===== src/rtl/mem_port_arbiter_if.sv =====
`default_nettype none
// ============================================================================
//  Module      : mem_port_arbiter_if
//  Description : Two-master request/ack bus plus the memory data port.
//  Revision    : 1.0
// ============================================================================
interface mem_port_arbiter_if #(
    parameter int AW = 12,
    parameter int DW = 32
);
    logic          req0;
    logic          we0;
    logic [AW-1:0] addr0;
    logic [DW-1:0] wdata0;
    logic          ack0;
    logic [DW-1:0] rdata0;

    logic          req1;
    logic          we1;
    logic [AW-1:0] addr1;
    logic [DW-1:0] wdata1;
    logic          ack1;
    logic [DW-1:0] rdata1;
    logic          lock1;

    logic [AW-1:0] mem_addr;
    logic [DW-1:0] mem_wdata;
    logic          mem_write;
    logic [DW-1:0] mem_rdata;

    modport slave (
        input  req0, we0, addr0, wdata0,
        input  req1, we1, addr1, wdata1, lock1,
        input  mem_rdata,
        output ack0, rdata0, ack1, rdata1,
        output mem_addr, mem_wdata, mem_write
    );

    modport master (
        output req0, we0, addr0, wdata0,
        output req1, we1, addr1, wdata1, lock1,
        output mem_rdata,
        input  ack0, rdata0, ack1, rdata1,
        input  mem_addr, mem_wdata, mem_write
    );
endinterface
`default_nettype wire


===== src/rtl/mem_port_arbiter.sv =====
`default_nettype none
// ============================================================================
//  Module      : mem_port_arbiter
//  Description : Shares the memory data port between two masters. Optional
//                MEM_ARB_ROUND_ROBIN_EN alternates ports on contention.
//  Revision    : 1.0
// ============================================================================
module mem_port_arbiter #(
    parameter int AW = 12,
    parameter int DW = 32
) (
    input  wire logic           clk,
    input  wire logic           reset,
    mem_port_arbiter_if.slave   bus
);

    typedef enum logic [1:0] {
        IDLE   = 2'd0,
        ACCESS = 2'd1,
        RESP   = 2'd2
    } state_t;

    state_t        state_q, state_d;
    logic          grant_q, grant_d;
    logic          last_grant_q, last_grant_d;
    logic          we_q, we_d;
    logic [AW-1:0] addr_q, addr_d;
    logic [DW-1:0] wdata_q, wdata_d;
    logic [DW-1:0] rdata0_q, rdata0_d;
    logic [DW-1:0] rdata1_q, rdata1_d;

    logic elig0, elig1, cand0, win, win_port;

    // The port being acked in RESP still holds req high, so it sits out this round.
    always_comb begin : p_arb
        elig0 = bus.req0 && !((state_q == RESP) && !grant_q);
        elig1 = bus.req1 && !((state_q == RESP) && grant_q);
        cand0 = elig0 && !(bus.lock1 && last_grant_q);
        win   = cand0 || elig1;
`ifdef MEM_ARB_ROUND_ROBIN_EN
        win_port = (cand0 && elig1) ? ~last_grant_q : elig1;
`else
        win_port = ~cand0;
`endif
    end

    always_comb begin : p_next
        state_d      = state_q;
        grant_d      = grant_q;
        last_grant_d = last_grant_q;
        we_d         = we_q;
        addr_d       = addr_q;
        wdata_d      = wdata_q;
        rdata0_d     = rdata0_q;
        rdata1_d     = rdata1_q;
        case (state_q)
            IDLE, RESP: begin
                if (win) begin
                    grant_d      = win_port;
                    last_grant_d = win_port;
                    we_d         = win_port ? bus.we1    : bus.we0;
                    addr_d       = win_port ? bus.addr1  : bus.addr0;
                    wdata_d      = win_port ? bus.wdata1 : bus.wdata0;
                    state_d      = ACCESS;
                end else begin
                    state_d = IDLE;
                end
            end
            ACCESS: begin
                state_d = RESP;
                if (!we_q) begin
                    if (grant_q) rdata1_d = bus.mem_rdata;
                    else         rdata0_d = bus.mem_rdata;
                end
            end
            default: state_d = IDLE;
        endcase
    end

    always_ff @(posedge clk) begin
        if (reset) begin
            state_q      <= IDLE;
            grant_q      <= 1'b0;
            last_grant_q <= 1'b1;
            we_q         <= 1'b0;
            addr_q       <= '0;
            wdata_q      <= '0;
            rdata0_q     <= '0;
            rdata1_q     <= '0;
        end else begin
            state_q      <= state_d;
            grant_q      <= grant_d;
            last_grant_q <= last_grant_d;
            we_q         <= we_d;
            addr_q       <= addr_d;
            wdata_q      <= wdata_d;
            rdata0_q     <= rdata0_d;
            rdata1_q     <= rdata1_d;
        end
    end

    // Gating by reset keeps an interrupted write from committing at the reset edge.
    assign bus.mem_write = (state_q == ACCESS) && we_q && !reset;
    assign bus.mem_addr  = addr_q;
    assign bus.mem_wdata = wdata_q;
    assign bus.ack0      = (state_q == RESP) && !grant_q;
    assign bus.ack1      = (state_q == RESP) && grant_q;
    assign bus.rdata0    = rdata0_q;
    assign bus.rdata1    = rdata1_q;

endmodule
`default_nettype wire


===== src/flat_wrapper.sv =====
// flat-port wrapper written by rule: the top's interface ports become plain ports
module mem_port_arbiter_flat 
#(
    parameter int AW = 12,
    parameter int DW = 32
)
  (clk, reset, bus_req0, bus_we0, bus_addr0, bus_wdata0, bus_req1, bus_we1, bus_addr1, bus_wdata1, bus_lock1, bus_mem_rdata, bus_ack0, bus_rdata0, bus_ack1, bus_rdata1, bus_mem_addr, bus_mem_wdata, bus_mem_write);
  mem_port_arbiter_if #(.AW(AW), .DW(DW)) bus_i ();
  input  wire logic clk;
  input  wire logic reset;
  input wire logic [$bits(bus_i.req0)-1:0] bus_req0;
  input wire logic [$bits(bus_i.we0)-1:0] bus_we0;
  input wire logic [$bits(bus_i.addr0)-1:0] bus_addr0;
  input wire logic [$bits(bus_i.wdata0)-1:0] bus_wdata0;
  input wire logic [$bits(bus_i.req1)-1:0] bus_req1;
  input wire logic [$bits(bus_i.we1)-1:0] bus_we1;
  input wire logic [$bits(bus_i.addr1)-1:0] bus_addr1;
  input wire logic [$bits(bus_i.wdata1)-1:0] bus_wdata1;
  input wire logic [$bits(bus_i.lock1)-1:0] bus_lock1;
  input wire logic [$bits(bus_i.mem_rdata)-1:0] bus_mem_rdata;
  output wire logic [$bits(bus_i.ack0)-1:0] bus_ack0;
  output wire logic [$bits(bus_i.rdata0)-1:0] bus_rdata0;
  output wire logic [$bits(bus_i.ack1)-1:0] bus_ack1;
  output wire logic [$bits(bus_i.rdata1)-1:0] bus_rdata1;
  output wire logic [$bits(bus_i.mem_addr)-1:0] bus_mem_addr;
  output wire logic [$bits(bus_i.mem_wdata)-1:0] bus_mem_wdata;
  output wire logic [$bits(bus_i.mem_write)-1:0] bus_mem_write;
  assign bus_i.req0 = bus_req0;
  assign bus_i.we0 = bus_we0;
  assign bus_i.addr0 = bus_addr0;
  assign bus_i.wdata0 = bus_wdata0;
  assign bus_i.req1 = bus_req1;
  assign bus_i.we1 = bus_we1;
  assign bus_i.addr1 = bus_addr1;
  assign bus_i.wdata1 = bus_wdata1;
  assign bus_i.lock1 = bus_lock1;
  assign bus_i.mem_rdata = bus_mem_rdata;
  assign bus_ack0 = bus_i.ack0;
  assign bus_rdata0 = bus_i.rdata0;
  assign bus_ack1 = bus_i.ack1;
  assign bus_rdata1 = bus_i.rdata1;
  assign bus_mem_addr = bus_i.mem_addr;
  assign bus_mem_wdata = bus_i.mem_wdata;
  assign bus_mem_write = bus_i.mem_write;
  mem_port_arbiter #(.AW(AW), .DW(DW)) u_core (.clk(clk), .reset(reset), .bus(bus_i));
endmodule

===== config.mk =====
export PLATFORM = sky130hd
export DESIGN_NAME = mem_port_arbiter_flat
export DESIGN_NICKNAME = d
export VERILOG_FILES = /design/src/rtl/mem_port_arbiter_if.sv /design/src/rtl/mem_port_arbiter.sv /design/src/flat_wrapper.sv
export SDC_FILE = /design/constraint.sdc
export NUM_CORES = 1
export LEC_CHECK = 0
export ABC_AREA = 1
export CAP_MARGIN = 20
export CORE_MARGIN = 2
export CORE_UTILIZATION = 37
export CTS_CLUSTER_DIAMETER = 80
export DETAILED_ROUTE_END_ITERATION = 7
export PLACE_DENSITY = 0.81
export SLEW_MARGIN = 30
export SYNTH_ARGS = -nofsm -noshare
export SYNTH_HDL_FRONTEND = slang
export SYNTH_SLANG_ARGS = --single-unit

===== constraint.sdc =====
create_clock -name clk -period 1.3 [get_ports clk]
set_input_delay 0.325 -clock clk [delete_from_list [all_inputs] [get_ports clk]]
set_output_delay 0.325 -clock clk [all_outputs]
set_load 0.1 [all_outputs]

==> results.md, run 1 <==
* Status: finished with violations
* Violated checks: setup timing
* Antenna Nets Post-Route at 0
* Vias at 5,822
* Sequential fraction of the synthesis area at 47.0%
* TritonCTS Sinks at 113
* Setup crit start kind: flop
* Die area at 13,900 µm²
* Layout Nets at between 1,000 and 1,500
* WP data arrival at between 1 and 1.5 ns
* Cells after Synth at 741
* H-tree depth at 4
* Reg-to-reg setup timing slack at -0.17 ns
* Setup-violating endpoint count in the final report at about 110
* Max clock buf depth at 2
* Synth unique cells at 15
* Iter 0 DRT Violations at 339
* Die X at 118 µm
* Most common library cell in the layout ignoring fill and taps: nor2_1
* Syn_nets at roughly 870
* Layout cells sized above 1 at 35.6%
* GR Overflow Total at 0
* Setup crit end: bus_mem_write
* Final Skew at 0.00603 ns
* Top Ports at 238
* Max-cap violations at 0
* Root Driver: clkbuf_16
* # DRC at 0
* Synth Warn # at 0
* Vias per cell at between 4 and 5
* Routability cong. at 0.819
* Fin util at 79.1%
* Reg2Reg Capture Point: u_core.bus.mem_addr[1]
* First-pass GRT wire length at 28,000 µm
* Final hold vios at 0
* Die H at 118 µm
* Placed insts at 1,134
* Synth Register Bits at 113
* Slew headroom at 82.0%
* Area delta synth->final at 108%
* Core ar. at 12,700 µm²
* Vias in the first global route at 5,616
* CP max FO at 4
* Post-DP HPWL at 12,000 µm
* GR Util All Layers at 25.2%
* RSZ-0062 raised after global routing: yes
* Cell Pwr Density at 1450 nW/µm²
* P_leak at 0.00456 µW
* Final std cells w/o fill at 1,182
* Setup ws final at -0.338 ns
* Mapped Avg Cell Area at 6.50 µm²
* Max Slew Vio Count at 0
* Cts hold-fix bufs at 0
* FF-to-FF Start: u_core.last_grant_q
* Synthesized area at between 4000 and 5000 µm²
* Crit path required time at 0.98 ns
* FF-to-FF path depth at 7
* Hold_ws at 0.505 ns
* WL final at roughly 20,000 µm
* Final Cycle Share at 126%
* Antenna violations before repair at 0
* Fmax at 611 MHz
* Critical path endpoint category: output pin
* Total CTS buffers at 17
* Diodes inserted at 0
* Worst-Skew Late Latency at 0.41 ns
* Buffers on Ports at about 240
* FP Rows at 41
* Slew @ Worst Pin at 0.270 ns
* Worst min path class: reg -> reg
* First element of the critical path: u_core.state_q[0]
* Starting Density at a little under two fifths
* Clk slew on worst S/H paths at 0.05 ns
* CTS tree: done
* Largest net degree at the start of global routing at 39
* Power, Total at ~15,000 µW
* Peak supply drop at 0.00100 V
* Crit path kind: reg -> out
* Wirelength per Cell at 16.8 µm
* Iteration count of the initial detailed-routing pass at 5
* Period minus WS final at ~1.6 ns
* Commonest cells after routing, fill and taps aside: nor2_1 (194), nand2_1 (169), clkdlybuf4s50_1 (124), buf_12 (123), dfxtp_2 (105)
==> cells in the mapped netlist, drive strengths merged <==
cell	n	area, µm²
o21ai	64	320
nor2	223	837
buf	21	116
inv	54	203
nand3	49	245
nor3	1	5.00
nand2	187	702
dfxtp	113	2260
a21oi	2	21.3
clkbuf	27	101
==> layout make-up <==
class	count	area [µm²]
Sequential cell	113	2420
Fill cell	729	2650
Timing Repair Buffer	284	4190
Inverter	54	213
Multi-Input combinational cell	527	2370
Clock inverter	11	160
Tap cell	172	215
Clock buffer	21	460
==> repair_timing <==
| action | 4_1_cts | 5_1_grt |
|---|---|---|
| resized for setup | 117 | 86 |
| pin swaps | 1 | 18 |
| buffers inserted | 0 | 4 |
| endpoints found under the hold margin | 0 | 0 |
| gates cloned | 1 | 11 |
| endpoints found under the setup margin | 187 | 112 |
==> report_power, final <==
part	switching (µW)	internal [µW]	leakage, µW
clock	1620	3290	0.000303
sequential	337	3850	0.000973
combinational	3360	2100	0.00329
==> through the flow <==
step	setup TNS (ns)	area, µm²	setup WS, ns
4_1_cts	-11.91	9500	-0.386
2_1_floorplan	-1.55	4860	-0.304
3_3_place_gp	-34.62	8690	-0.525
6_report	-7.48	10000	-0.338
5_1_grt	-14.89	10000	-0.382
3_5_place_dp	-38.26	8690	-0.576
==> worst min path at each step <==
| stage | slack, ns | depth (start not counted) | start | end |
|---|---|---|---|---|
| CTS | 0.51 | 3 | bus_mem_rdata[22] | u_core.bus.rdata1[22] |
| global route | 0.51 | 2 | u_core.last_grant_q | u_core.last_grant_q |
| detailed placement | 0.51 | 2 | u_core.last_grant_q | u_core.last_grant_q |
| global placement | 0.51 | 2 | u_core.last_grant_q | u_core.last_grant_q |
| floorplan | 0.39 | 1 | reset | u_core.grant_q |
| finish | 0.51 | 2 | u_core.last_grant_q | u_core.last_grant_q |
==> layer usage <==
| layer | routed length [µm] | vias to the layer above | GRT usage [%] |
|---|---|---|---|
| met2 | 10300 | 260 | 45.3 |
| met4 | 674 | 0 | 8.96 |
| met1 | 7110 | 2710 | 26.1 |
| met3 | 1800 | 58 | 10.5 |
| met5 | 0 | - | 0 |
| li1 | - | 2794 | - |
==> cell families (layout without fill, tap and decap cells) <==
kind of cell           after synthesis  in the layout  synth area share [%]
AO/OA/AOI/OAI                       66             66                  7.10
AND/OR/NAND/NOR                    460            461                  37.2
flip-flops                         113            113                  47.0
buffers and inverters              102            370                  8.73
==> critical path, cell delays in order, from the launching register on <==
cell     delay [ns]
dfxtp_2        0.34
inv_4          0.05
nor2_4         0.10
inv_2          0.06
nor3_4         0.15
buf_12         0.20
==> flip-flops by register name (all words and copies together) (netlist names) <==
name,flops
u_core.bus.mem_wdata,32
u_core.bus.rdata0,32
u_core.bus.rdata1,32
u_core.bus.mem_addr,12
u_core.state_q,2
u_core.grant_q,1
u_core.last_grant_q,1
u_core.we_q,1
No activity file was read; power rests on OpenSTA's default activity.
==> run 2: changes to the inputs <==
Settings changed: CORE_UTILIZATION 37 to 44, PLACE_DENSITY 0.81 to 0.9.
Clock period 1.3 ns to 2 ns, I/O delays scaled along.
==> run 2 against run 1 <==
The flow now finishes without violations. First-iteration DRC count rose by 13%. Setup slack better by 0.40 ns. Die area is 15% lower. Worst hold slack improved by 0.00091 ns. Non-clock buffer count fell by 27. Global-route usage grew 0.58 points. Register-to-register slack better by 0.56 ns. Sequential share of layout area rose by 4.7 points. Critical path depth did not move. Combinational power decreased by 50%. Clock power shrank 38%. Routed wire length fell by 23%.
==> results.md, run 2 (synthesis gave the netlist of run 1 again) <==
* Final hold vios at 0 (unchanged)
* Hold Path Depth at 2 (unchanged)
* Die X at 109 µm (-8.0%)
* Setup-violating endpoint count in the final report at 0 (-100%)
* Peak supply drop at 0.000718 V (-28%)
* Top Ports at 238 (unchanged)
* TritonCTS Sinks at 113 (unchanged)
* Largest net degree at the start of global routing at 60 (+54%)
* Highest Signal Layer: met4
* Setup ws final at 0.0578 ns (+0.395 ns)
* Wirelength per Cell at 13.6 µm (-19%)
* Net Switching at 3200 µW (-40%)
* Worst min path class: reg -> reg
* Worst path bufs/invs at 3 (unchanged)
* Core ar. at 10,700 µm² (-15%)
* CP max stage cell: dfxtp_2
* Worst-Skew Late Latency at 0.50 ns (+0.09 ns)
* H-tree depth at 4 (unchanged)
* GR Util All Layers at 25.7% (+0.58 points)
* Switching share of total power at 38.3% (+1.7 points)
* Final Skew at 0.00594 ns (-0.0000933 ns)
* Hold Crit Start: u_core.bus.rdata1[5]
* Power share of the clock group at 36.4% (+2.7 points)
* WL final at 15,300 µm (-23%)
* Area delta synth->final at 62.8%
* Starting Density at 44.8% (+6.8 points)
* Layout Nets at 1,096 (-2.5%)
* Buffers on Ports at 237 (unchanged)
* Commonest cells after routing, fill and taps aside: nor2_1 (220), nand2_1 (186), clkdlybuf4s50_1 (126), buf_4 (116), dfxtp_1 (112)
* Final std cells w/o fill at 1,122 (-5.1%)
* Register share of total power at 30.8% (+2.1 points)
* Iter 0 DRT Violations at 384 (+13%)
* Total CTS buffers at 17 (unchanged)
* Layout cells sized above 1 at 17.8% (-18 points)
* Period minus WS final at between 1.5 and 2 ns
* Antenna violations before repair at 0 (unchanged)
* Crit path kind: reg -> out
* # DRC at 0 (unchanged)
* Slew @ Worst Pin at 0.552 ns (+0.283 ns)
* Iteration count of the initial detailed-routing pass at 4 (-1)
* Hold_ws at 0.506 ns (+0.000910 ns)
* CP dominant cell by count: inv_2
* Setup crit start kind: flop
* Fmax at 515 MHz
* Placed Area at 7210 µm² (-17%)
* FF-to-FF Start: u_core.state_q[1]
* First-pass GRT wire length at 23,900 µm (-15%)
* Root Driver: clkbuf_8
* Routability cong. at 0.798 (-2.6%)
* Critical path endpoint category: output pin
* FF-to-FF path depth at 8 (+1)
* Critical path depth in cells at 5 (unchanged)
* Vias at 5,271 (-9.5%)
* Slew headroom at 63.1% (-19 points)
* FP Rows at 38 (-7.3%)
* Clk slew on worst S/H paths at 0.06 ns (about the same)
* Met2 Wirelength at 7280 µm (-29%)
* Final instance area at 7840 µm² (-22%)
* P_leak at 0.00391 µW (-14%)
* Die H at 109 µm (-8.0%)
* RSZ-0062 raised after global routing: yes
* CP max FO at 4 (unchanged)
* Reg2Reg Capture Point: u_core.bus.rdata0[20]
* Int Power at 5160 µW (-44%)
* Final Cycle Share at 97.1%
* Power, Total at 8350 µW (-43%)
* Crit path required time at 1.50 ns (+0.52 ns)
* WP data arrival at 1.44 ns (+0.13 ns)
* Power share of the combinational group at 32.9% (-4.6 points)
* Cell Pwr Density at 1070 nW/µm² (-27%)
* Post-DP HPWL at 10,500 µm (-13%)
* Max clock buf depth at 2 (unchanged)
* Max Slew Vio Count at 0 (unchanged)
* CTS tree: done
* Met3 wire len at 1500 µm (-17%)
* Hold endpoint: u_core.bus.rdata1[5]
* Worst slack at placement at -0.0288 ns (+0.548 ns)
* Vias per cell at 4.70 (-4.6%)
* DRT met1 WL at 6240 µm (-12%)
* Top Family by Delay on Critical Path: flip-flops
* Die area at 11,800 µm² (-15%)
* GR Overflow Total at 0 (unchanged)
* Status: complete, no violations
* CP peak stage delay at 0.32 ns (-0.02 ns)
* Max-cap violations at 0 (unchanged)
* Worst-path cell chain: inv_2, nor2_4, inv_2, nor3_4, buf_12
* Placed insts at 1,088 (-4.1%)
* Reg-to-reg setup timing slack at 0.39 ns (+0.56 ns)
* Diodes inserted at 0 (unchanged)
* Antenna Nets Post-Route at 0 (unchanged)
* Vias in the first global route at 4,993 (-11%)
* Most common library cell in the layout ignoring fill and taps: nor2_1
==> run 2: changes by cell type in the layout (fill, tap and decap cells not counted), moves of 23 or more <==
cell	change
dfxtp_1	+111
nor2_2	-23
nor2_1	+26
dfxtp_2	-104
buf_12	-108
buf_4	+100
==> run 2: per-layer routing <==
metal	up-vias	GRT usage, %
met5	-	0
met4	0	7.69
met3	22	10.2
met2	176	43.8
met1	2348	29.8
li1	2725	-
==> run 2: how the worst max path moves through the flow <==
stage	start	end	slack (ns)
global route	u_core.state_q[0]	bus_mem_write	-0.02
finish	u_core.state_q[0]	bus_mem_write	0.06
detailed placement	bus_req0	u_core.bus.mem_addr[1]	-0.03
global placement	bus_req0	u_core.bus.mem_wdata[20]	0.05
floorplan	u_core.state_q[0]	bus_ack0	0.14
CTS	u_core.state_q[0]	bus_mem_write	0.02
==> run 2: per-stage QoR <==
step                      setup TNS, ns  utilization (%)
after floorplan                       0                -
after global placement                0             67.1
after detailed placement         -0.341             67.1
after CTS                             0             72.7
after global routing            -0.0164             72.9
final                                 0             72.9
==> run 2: repair_timing <==
action,4_1_cts,5_1_grt
hold endpoints to repair,0,0
setup buffers,0,2
setup endpoints to repair,0,1
hold buffers,0,0
resized for setup,0,4
==> run 2: worst reg2reg max path, cell delays in order (launching register included) <==
cell     delay [ns]
dfxtp_1        0.41
nor2_4         0.05
buf_4          0.13
nand2_1        0.10
nor2_2         0.05
inv_1          0.41
buf_12         0.23
nor2_1         0.06
nor2_1         0.10
==> run 2: area by class of cell <==
class	instances	area, µm²
Inverter	54	203
Clock buffer	19	442
Fill cell	837	2910
Clock inverter	13	160
Timing Repair Buffer	257	2430
Multi-Input combinational cell	526	2160
Tap cell	140	175
Sequential cell	113	2260
==> run 2: power by group through the flow <==
stage	Combinational (µW)	Clock, µW	Sequential, µW
2_1_floorplan	586	0	3960
3_3_place_gp	2710	0	2600
3_5_place_dp	2730	0	2610
4_1_cts	2750	3080	2570
5_1_grt	2900	3210	2590
6_report	2750	3040	2570
